--- config.mk ---
export PLATFORM = sky130hd
export DESIGN_NAME = mt9p031_timing_gen_flat
export DESIGN_NICKNAME = d
export VERILOG_FILES = /design/src/rtl/mt9p031_timing_gen_if.sv /design/src/rtl/mt9p031_timing_gen.sv /design/src/flat_wrapper.sv
export SDC_FILE = /design/constraint.sdc
export NUM_CORES = 1
export LEC_CHECK = 0
export BUFFER_PORTS_ARGS = -buffer_cell sky130_fd_sc_hd__buf_2
export CAP_MARGIN = 20
export CELL_PAD_IN_SITES_DETAIL_PLACEMENT = 0
export CELL_PAD_IN_SITES_GLOBAL_PLACEMENT = 2
export CORE_MARGIN = 2
export CORE_UTILIZATION = 40
export CTS_CLUSTER_DIAMETER = 100
export DETAILED_ROUTE_END_ITERATION = 10
export GPL_TIMING_DRIVEN = 0
export PLACE_DENSITY_LB_ADDON = 0.12
export REMOVE_ABC_BUFFERS = 1
export SKIP_CTS_REPAIR_TIMING = 1
export SLEW_MARGIN = 20
export SYNTH_ARGS = -nofsm -noshare
export SYNTH_HDL_FRONTEND = slang
export SYNTH_SLANG_ARGS = --single-unit
--- constraint.sdc ---
create_clock -name clk -period 11.85 [get_ports clk]
set_input_delay 0.5925 -clock clk [delete_from_list [all_inputs] [get_ports clk]]
set_output_delay 0.5925 -clock clk [all_outputs]
set_load 0.03 [all_outputs]
--- src/rtl/mt9p031_timing_gen_if.sv ---
// Control and video bus of the MT9P031 sensor-model timing generator.
// The slave modport is the generator; the master side drives geometry and start
// and consumes the fval/lval/pixel stream.
interface mt9p031_timing_gen_if #(
  parameter int DATA_WIDTH = 8
);
  logic                  i_acquisition_start;
  logic [15:0]           iv_line_active_pix_num;
  logic [15:0]           iv_line_hide_pix_num;
  logic [15:0]           iv_frame_active_line_num;
  logic [15:0]           iv_frame_hide_line_num;
  logic [7:0]            iv_fval_lval_gap;
  logic [1:0]            iv_test_pattern_sel;
  logic                  o_fval;
  logic                  o_lval;
  logic [DATA_WIDTH-1:0] ov_pix_data;
  logic [15:0]           ov_frame_cnt;

  modport master (
    output i_acquisition_start, iv_line_active_pix_num, iv_line_hide_pix_num,
           iv_frame_active_line_num, iv_frame_hide_line_num, iv_fval_lval_gap,
           iv_test_pattern_sel,
    input  o_fval, o_lval, ov_pix_data, ov_frame_cnt
  );

  modport slave (
    input  i_acquisition_start, iv_line_active_pix_num, iv_line_hide_pix_num,
           iv_frame_active_line_num, iv_frame_hide_line_num, iv_fval_lval_gap,
           iv_test_pattern_sel,
    output o_fval, o_lval, ov_pix_data, ov_frame_cnt
  );
endinterface

--- src/rtl/mt9p031_timing_gen.sv ---
// MT9P031 sensor-model source: frame/line valid timing with test-pattern pixels.
// Geometry and pattern select are latched on every entry to vertical blanking,
// so mid-frame input changes only take effect on the following frame.
module mt9p031_timing_gen #(
  parameter int DATA_WIDTH = 8
) (
  input logic                    clk,
  input logic                    reset,
  mt9p031_timing_gen_if.slave    bus
);

  typedef enum logic [2:0] {
    StIdle, StVblank, StFrameLead, StLineAct, StLineHide, StFrameTrail
  } state_e;

  localparam logic [15:0] PatConst = 16'h0080 << (DATA_WIDTH - 8);

  state_e state_q, state_d;

  // Shadow geometry (A, H, L, V, G) and pattern select.
  logic [15:0] a_q, a_d, h_q, h_d, l_q, l_d, v_q, v_d;
  logic [7:0]  g_q, g_d;
  logic [1:0]  sel_q, sel_d;

  logic [31:0] vb_cnt_q, vb_cnt_d;
  logic [15:0] cnt_q, cnt_d;
  logic [15:0] px_q, px_d;
  logic [15:0] ln_q, ln_d;
  logic [15:0] frame_cnt_q, frame_cnt_d;

  logic                  fval_q, fval_d;
  logic                  lval_q, lval_d;
  logic [DATA_WIDTH-1:0] pix_q, pix_d;

  logic        latch;
  logic [31:0] vb_total;
  logic [15:0] gap_m1;
  logic [15:0] pat;

  function automatic logic [15:0] clamp16(input logic [15:0] x);
    return (x == 16'd0) ? 16'd1 : x;
  endfunction

  // Shadow values are never 0 after latching, so the minus-one compares cannot underflow.
  assign vb_total = 32'(v_q) * (32'(a_q) + 32'(h_q));
  assign gap_m1   = {8'd0, g_q} - 16'd1;

  // Next-state, counters and registered-output next values.
  always_comb begin
    state_d     = state_q;
    a_d         = a_q;
    h_d         = h_q;
    l_d         = l_q;
    v_d         = v_q;
    g_d         = g_q;
    sel_d       = sel_q;
    vb_cnt_d    = vb_cnt_q;
    cnt_d       = cnt_q;
    px_d        = px_q;
    ln_d        = ln_q;
    frame_cnt_d = frame_cnt_q;
    latch       = 1'b0;
    pat         = 16'd0;

    case (state_q)
      StIdle: begin
        if (bus.i_acquisition_start) begin
          state_d = StVblank;
          latch   = 1'b1;
        end
      end
      StVblank: begin
        if (vb_cnt_q == vb_total - 32'd1) begin
          state_d = StFrameLead;
          cnt_d   = 16'd0;
        end else begin
          vb_cnt_d = vb_cnt_q + 32'd1;
        end
      end
      StFrameLead: begin
        if (cnt_q == gap_m1) begin
          state_d = StLineAct;
          px_d    = 16'd0;
          ln_d    = 16'd0;
        end else begin
          cnt_d = cnt_q + 16'd1;
        end
      end
      StLineAct: begin
        if (px_q == a_q - 16'd1) begin
          cnt_d   = 16'd0;
          state_d = (ln_q == l_q - 16'd1) ? StFrameTrail : StLineHide;
        end else begin
          px_d = px_q + 16'd1;
        end
      end
      StLineHide: begin
        if (cnt_q == h_q - 16'd1) begin
          state_d = StLineAct;
          px_d    = 16'd0;
          ln_d    = ln_q + 16'd1;
        end else begin
          cnt_d = cnt_q + 16'd1;
        end
      end
      StFrameTrail: begin
        if (cnt_q == gap_m1) begin
          frame_cnt_d = frame_cnt_q + 16'd1;
          if (bus.i_acquisition_start) begin
            state_d = StVblank;
            latch   = 1'b1;
          end else begin
            state_d = StIdle;
          end
        end else begin
          cnt_d = cnt_q + 16'd1;
        end
      end
      default: state_d = StIdle;
    endcase

    if (latch) begin
      a_d      = clamp16(bus.iv_line_active_pix_num);
      h_d      = clamp16(bus.iv_line_hide_pix_num);
      l_d      = clamp16(bus.iv_frame_active_line_num);
      v_d      = clamp16(bus.iv_frame_hide_line_num);
      g_d      = (bus.iv_fval_lval_gap == 8'd0) ? 8'd1 : bus.iv_fval_lval_gap;
      sel_d    = bus.iv_test_pattern_sel;
      vb_cnt_d = 32'd0;
    end

    // Outputs follow the next state so data and lval change on the same edge.
    fval_d = (state_d == StFrameLead) || (state_d == StLineAct) ||
             (state_d == StLineHide) || (state_d == StFrameTrail);
    lval_d = (state_d == StLineAct);

    case (sel_q)
      2'd0:    pat = px_d;
      2'd1:    pat = ln_d;
      2'd2:    pat = px_d + ln_d + frame_cnt_q;
      default: pat = PatConst;
    endcase
    pix_d = lval_d ? pat[DATA_WIDTH-1:0] : '0;
  end

  // State, shadow and output registers with asynchronous clear.
  always_ff @(posedge clk or posedge reset) begin
    if (reset) begin
      state_q     <= StIdle;
      a_q         <= 16'd0;
      h_q         <= 16'd0;
      l_q         <= 16'd0;
      v_q         <= 16'd0;
      g_q         <= 8'd0;
      sel_q       <= 2'd0;
      vb_cnt_q    <= 32'd0;
      cnt_q       <= 16'd0;
      px_q        <= 16'd0;
      ln_q        <= 16'd0;
      frame_cnt_q <= 16'd0;
      fval_q      <= 1'b0;
      lval_q      <= 1'b0;
      pix_q       <= '0;
    end else begin
      state_q     <= state_d;
      a_q         <= a_d;
      h_q         <= h_d;
      l_q         <= l_d;
      v_q         <= v_d;
      g_q         <= g_d;
      sel_q       <= sel_d;
      vb_cnt_q    <= vb_cnt_d;
      cnt_q       <= cnt_d;
      px_q        <= px_d;
      ln_q        <= ln_d;
      frame_cnt_q <= frame_cnt_d;
      fval_q      <= fval_d;
      lval_q      <= lval_d;
      pix_q       <= pix_d;
    end
  end

  assign bus.o_fval       = fval_q;
  assign bus.o_lval       = lval_q;
  assign bus.ov_pix_data  = pix_q;
  assign bus.ov_frame_cnt = frame_cnt_q;

endmodule

--- src/flat_wrapper.sv ---
// flat-port wrapper written by rule: the top's interface ports become plain ports
module mt9p031_timing_gen_flat 
#(
  parameter int DATA_WIDTH = 8
)
  (clk, reset, bus_i_acquisition_start, bus_iv_line_active_pix_num, bus_iv_line_hide_pix_num, bus_iv_frame_active_line_num, bus_iv_frame_hide_line_num, bus_iv_fval_lval_gap, bus_iv_test_pattern_sel, bus_o_fval, bus_o_lval, bus_ov_pix_data, bus_ov_frame_cnt);
  mt9p031_timing_gen_if #(.DATA_WIDTH(DATA_WIDTH)) bus_i ();
  input logic clk;
  input logic reset;
  input wire logic [$bits(bus_i.i_acquisition_start)-1:0] bus_i_acquisition_start;
  input wire logic [$bits(bus_i.iv_line_active_pix_num)-1:0] bus_iv_line_active_pix_num;
  input wire logic [$bits(bus_i.iv_line_hide_pix_num)-1:0] bus_iv_line_hide_pix_num;
  input wire logic [$bits(bus_i.iv_frame_active_line_num)-1:0] bus_iv_frame_active_line_num;
  input wire logic [$bits(bus_i.iv_frame_hide_line_num)-1:0] bus_iv_frame_hide_line_num;
  input wire logic [$bits(bus_i.iv_fval_lval_gap)-1:0] bus_iv_fval_lval_gap;
  input wire logic [$bits(bus_i.iv_test_pattern_sel)-1:0] bus_iv_test_pattern_sel;
  output wire logic [$bits(bus_i.o_fval)-1:0] bus_o_fval;
  output wire logic [$bits(bus_i.o_lval)-1:0] bus_o_lval;
  output wire logic [$bits(bus_i.ov_pix_data)-1:0] bus_ov_pix_data;
  output wire logic [$bits(bus_i.ov_frame_cnt)-1:0] bus_ov_frame_cnt;
  assign bus_i.i_acquisition_start = bus_i_acquisition_start;
  assign bus_i.iv_line_active_pix_num = bus_iv_line_active_pix_num;
  assign bus_i.iv_line_hide_pix_num = bus_iv_line_hide_pix_num;
  assign bus_i.iv_frame_active_line_num = bus_iv_frame_active_line_num;
  assign bus_i.iv_frame_hide_line_num = bus_iv_frame_hide_line_num;
  assign bus_i.iv_fval_lval_gap = bus_iv_fval_lval_gap;
  assign bus_i.iv_test_pattern_sel = bus_iv_test_pattern_sel;
  assign bus_o_fval = bus_i.o_fval;
  assign bus_o_lval = bus_i.o_lval;
  assign bus_ov_pix_data = bus_i.ov_pix_data;
  assign bus_ov_frame_cnt = bus_i.ov_frame_cnt;
  mt9p031_timing_gen #(.DATA_WIDTH(DATA_WIDTH)) u_core (.clk(clk), .reset(reset), .bus(bus_i));
endmodule
======== Yosys cells after proc, flatten, opt, wreduce, memory -nomap -nowiden ========
Index checks and enable logic that the tools add are counted.
Widths: inputs -> output; s select.
storage, ports and cells
  register bits after elaboration ......... 183
  input bits .............................. 77
  output and inout bits ................... 26
  word-level logic and storage cells ...... 100
operators by class
  $add $sub $neg .......................... 13
  multipliers ............................. 1
  eq/ne operators ......................... 21
  mux-type cells .......................... 34
  reductions and logical operators ........ 16
operators with widths
  cell                   number
  $mux 16                13
  $mux 32                3
  $add 16x1->16 const B  4
  $eq 16x16->1           4
  $logic_not 16->1       4
  $pmux 16 s4            1
  $pmux 16 s3            1
  $sub 16x1->16 const B  3
  $add 32x1->32 const B  1
  $eq 32x32->1           1
  $mul 16x32->32         1
  $pmux 16 s2            1
  $sub 32x1->32 const B  1
  $pmux 8 s3             1
  $mux 3                 6
  $pmux 3 s6             1
  $add 16x16->17         1
  $add 8x8->8            2
  $mux 8                 2
  $eq 3x2->1 const B     4
  $eq 3x3->1 const B     4
  $sub 8x1->9 const B    1
  $logic_not 8->1        1
  $ne 2x1->1 const B     3
  other kinds (14)       21

======== Logic depth before layout (Yosys ltp) ========
  depth in word-level cells ............... 10
  mapped depth ............................ 36

======== Worst setup path after synthesis ========
No wires, ideal clock.
  path kind ............................... reg-to-reg
  start point ............................. register u_core.h_q[1]
  end point ............................... register u_core.vb_cnt_q[1]
  setup time .............................. 0.141 ns
  data arrival time ....................... 9.116 ns
  path slack .............................. 2.592 ns
  stages on the path, launching flop included .. 36
  path buffers ............................ 5
  period minus slack after synthesis ...... 9.258 ns
  cell sequence ........................... dfrtp_1 ha_1 a21o_1 a21oi_1 o21bai_1 a21oi_1 o21bai_1 a211oi_1 nor3_1 nor3_1 clkbuf_1 nand2_1 fa_1 inv_1 fa_1 inv_1 fa_1 fa_1 fa_1 fa_1 inv_1 ha_1 clkbuf_1 nand3_1 nand4_1 nand2_1 or4_1 or4_1 or4_1 nor4_2 and4b_1 buf_6 buf_12 buf_12 nand3b_1 a21oi_2
between the ends
  cells in the longest elaborated chain, start to end .. 6
RTL lines
  element                            RTL line                   text
  from (decl)                        mt9p031_timing_gen.sv:21   logic [15:0] a_q, a_d, h_q, h_d, l_q, l_d, v_q, v_d;
  from (signal assigned)             mt9p031_timing_gen.sv:151  h_q <= 16'd0;
  from (signal assigned)             mt9p031_timing_gen.sv:167  h_q <= h_d;
  $add 16x16->17                     mt9p031_timing_gen.sv:45   assign vb_total = 32'(v_q) * (32'(a_q) + 32'(h_q));
  $mul 16x32->32                     mt9p031_timing_gen.sv:45
  $sub 32x1->32                      mt9p031_timing_gen.sv:73   if (vb_cnt_q == vb_total - 32'd1) begin
  $eq 32x32->1                       mt9p031_timing_gen.sv:73
  $ne 2x1->1 (no source line)        -
  $reduce_and 2->1 (no source line)  -
  to (signal assigned)               mt9p031_timing_gen.sv:172  vb_cnt_q <= vb_cnt_d;
  to (decl)                          mt9p031_timing_gen.sv:25   logic [31:0] vb_cnt_q, vb_cnt_d;
No other way between the ends.
A chain may end at the register's enable or synchronous reset.

======== Worst setup path in the final report ========
  start point ............................. register u_core.h_q[2]
  end point ............................... register u_core.cnt_q[14]
between the ends
  cells in the longest elaborated chain, start to end .. 6
  elaborated cells on any way between the ends .. 9
  classes of those cells .................. 3 x add/sub; 1 x mul; 4 x eq/ne; 1 x reduce/logical
RTL lines
  element                              RTL line                   text
  $add 16x16->17                       mt9p031_timing_gen.sv:45
  $mul 16x32->32                       mt9p031_timing_gen.sv:45
  $sub 32x1->32                        mt9p031_timing_gen.sv:73
  $eq 32x32->1                         mt9p031_timing_gen.sv:73
  $ne 2x1->1 (no source line)          -
  $reduce_and 5->1 (no source line) *  -
  to (signal assigned)                 mt9p031_timing_gen.sv:173  cnt_q <= cnt_d;
  to (decl)                            mt9p031_timing_gen.sv:26   logic [15:0] cnt_q, cnt_d;
Every way passes the cells marked *; elsewhere a longest branch is shown, timed or not.

==> reports/metrics.cfg <==
[status]
status = complete, no violations

[setup_path]
crit_type = reg2reg
crit_slowest_cell = o21ai_2
cp.required_ns = 12.18
critPathMaxFanout = 16
crit_path_end_kind = flip-flop
worst_setup_path_start_kind = flip-flop
critPathTopFamily = adder cells
path_common_cell = fa_1
arrival_ns = 11.36
cp_slowest_stage_delay_ns = 0.68
crit_buf_inv = 3

[synth]
synth_flop_cell = dfrtp_1
netlist_instances = 2479
synthSimpleGateAreaFrac_pct = 20.8
synth_top_family_by_area = adder cells
synth_edf_count = 0
synth_xor_area_share_pct = 5.99
yosysUniqueCellTypes = 87
netlist_area_mm2 = 0.0219
synth.avg_cell_area_um2 = 8.85
synthAdderAreaFrac_pct = 28.7
yosys-mux-area-fraction_pct = 3.36
yosys_warnings = 0
ys_seq_area_share_pct = 20.9
synthArstFlopShare_pct = 100
synth_compound_area_share_pct = 13.4
synth_seq_cells = 183

[layout]
drive_above_1_share_pct = 10.3
antennaDiodeCount = 0
fin_area_mm2 = 0.0238
fillers = 5332
fin_nets = 2933
final_util_pct = 44.0
fin_cells = 3200
area_growth_pct = 8.40

[timing]
final.setup_skew_ns = 0.0181
rsz0062_at_grt = false
relSlewSlack_pct = 26.9
finalHoldViolCount = 0
fmax_ghz = 0.0907
setup_tns_ns = 0
fin_crit_sh_pct = 93.1
tightest_slew_ns = 1.09
finalCriticalPeriod_ns = 11.03
drv_slew = 0
setup_viol = 0

[detailed_routing]
wl_per_cell_um = 20.5
first_pass_iters = 7
wl_um = 65500
vias = 18100
drtIter0Drc = 1139
viasPerCell = 5.65
ant_nets = 0
drcViolationCount = 0

[floorplan]
die_w_um = 238
die_area_mm2 = 0.0568
num_io_pins = 103
coreArea_mm2 = 0.0540
die_y_um = 238
initial_utilization_pct = 40.6
rows = 85

[power_and_ir_drop]
p_switching_uw = 312
p_comb_share_pct = 2.8
powerDensity_mw_per_mm2 = 53.2
p_seq_share_pct = 49.3
fin_total_pwr_uw = 1270
pwr-share-clk_pct = 47.9
power_leakage_uw = 0.0105
swShare_pct = 24.7
peakVddDrop_uv = 66.9
intPower_uw = 953

[placed_design]
place_congestion = 0.890
port-buffer-count = 102
hpwl_um = 52100
placed_area_mm2 = 0.0232
dp.cells = 3169

[clocking]
path_clk_slew_ns = 0.08
clk_latency_ns = 0.49
clock_sinks = 183
numCtsBuffers = 17
cts_max_path_buffers = 2
clockRootBuffer = clkbuf_16
htreeDepth = 4
cts_tree = done

[global_routing]
grt_pass1_vias = 18700
grt_max_degree = 87
overflow = 0
antenna_found_initial = 2
grt_pass1_wl_um = 105000
grt_usage_pct = 23.7

[worst_hold_path]
hold_path_class = in2async

[flow_run]
drv_cap = 0

[Yosys cell counts, types with 29 or more instances]
cell type | count | area [um^2]
nand2_1 | 338 | 1270
inv_1 | 257 | 965
fa_1 | 230 | 4600
dfrtp_1 | 183 | 4580
ha_1 | 134 | 1680
nor2_1 | 105 | 394
a21oi_1 | 101 | 505
clkbuf_1 | 98 | 368
xnor2_1 | 97 | 850
and2_1 | 77 | 482
o21ai_0 | 70 | 350
nand3_1 | 68 | 340
mux2_2 | 51 | 574
xor2_1 | 48 | 420
nor3_1 | 45 | 225
nand4_1 | 39 | 244
and3_1 | 37 | 231
nor4_1 | 32 | 200
nor2b_1 | 29 | 181
[sequential cells by signal (all words and copies together), names as in the netlist]
register / cells
u_core.a_q: 16
u_core.bus.o_fval: 1
u_core.bus.o_lval: 1
u_core.bus.ov_frame_cnt: 16
u_core.bus.ov_pix_data: 8
u_core.cnt_q: 16
u_core.g_q: 8
u_core.h_q: 16
u_core.l_q: 16
u_core.ln_q: 16
u_core.px_q: 16
u_core.sel_q: 2
u_core.state_q: 3
u_core.v_q: 16
u_core.vb_cnt_q: 32
[layer usage]
layer	GRT usage (%)	up-vias	part of all wire, %
li1	-	8528	-
met1	31.4	9045	44
met2	40.9	439	50
met3	3.26	74	4.3
met4	6.17	2	2.0
met5	0	-	0.011
[area by class of cell]
class / count / area [um^2] / share of cell area [%]
clock buffers: 18 / 429 / 1.80
clock inverters: 13 / 164 / 0.689
inverters: 257 / 972 / 4.09
multi-input cells: 1913 / 16000 / 67.1
flip-flops and latches: 183 / 4580 / 19.2
well taps: 696 / 871 / 3.66
repair buffers: 120 / 811 / 3.41
[logic make-up after synthesis]
logic type               Yosys count
multiplexers                      66
adder cells (fa/ha/maj)          365
AO/OA/AOI/OAI                    433
AND/OR/NAND/NOR                  902
XOR/XNOR                         147
flip-flops                       183
buffers and inverters            383
[cells in the final DEF, fill, tap and decap left out, types with 16 or more instances in the layout]
cell type  count
nor3_1        44
and3_1        37
o31ai_1       20
o21a_1        22
or3_1         19
dfrtp_1      183
nor4_1        32
and2_1        77
mux2_2        51
o21ai_0       70
a21oi_1       99
xnor2_1       87
nand2b_1      17
clkbuf_16     17
o211ai_1      23
buf_2        102
nor2_1       104
fa_1         230
inv_1        256
nand3_1       67
a211oi_1      16
or4_1         25
xor2_1        47
a21o_1        19
nand3b_1      17
nand2_1      338
nand4_1       39
nor2b_1       29
ha_1         134
a31oi_1       21
[final timing paths]
path / start / cells past startpoint / endpoint / slack, ns
worst min register to register: u_core.bus.ov_frame_cnt[15]$_DFFE_PP0P_ / 1 / u_core.bus.ov_frame_cnt[15]$_DFFE_PP0P_ / 0.46
max in group asynchronous: reset / 4 / u_core.v_q[11]$_DFFE_PP0P_ / 10.66
worst min-delay path: reset / 2 / u_core.g_q[6]$_DFFE_PP0P_ / 0.1
worst max register to register: u_core.h_q[2]$_DFFE_PP0P_ / 30 / u_core.cnt_q[14]$_DFFE_PP0P_ / 0.82
min in group clk: bus_iv_frame_hide_line_num[7] / 3 / u_core.v_q[7]$_DFFE_PP0P_ / 0.31
worst max-delay path: u_core.h_q[2]$_DFFE_PP0P_ / 30 / u_core.cnt_q[14]$_DFFE_PP0P_ / 0.82
[stage by stage]
step / hold slack [ns] / setup WS [ns]
2_1_floorplan: 0.472 / 1.50
3_3_place_gp: 0.454 / -1.44
3_5_place_dp: 0.457 / 0.603
4_1_cts: 0.0800 / 0.581
5_1_grt: 0.0990 / 0.241
6_report: 0.0991 / 0.819
[power groups by stage]
| stage | clock [uW] | sequential (uW) | combinational [uW] |
|---|---|---|---|
| final | 606 | 624 | 35.3 |
| after detailed placement | 0 | 636 | 36.1 |
| after floorplan | 0 | 636 | 10.5 |
| after global routing | 652 | 624 | 39.8 |
| after CTS | 630 | 624 | 36.4 |
| after global placement | 0 | 637 | 33.1 |
No activity file was read; power rests on OpenSTA's default activity.
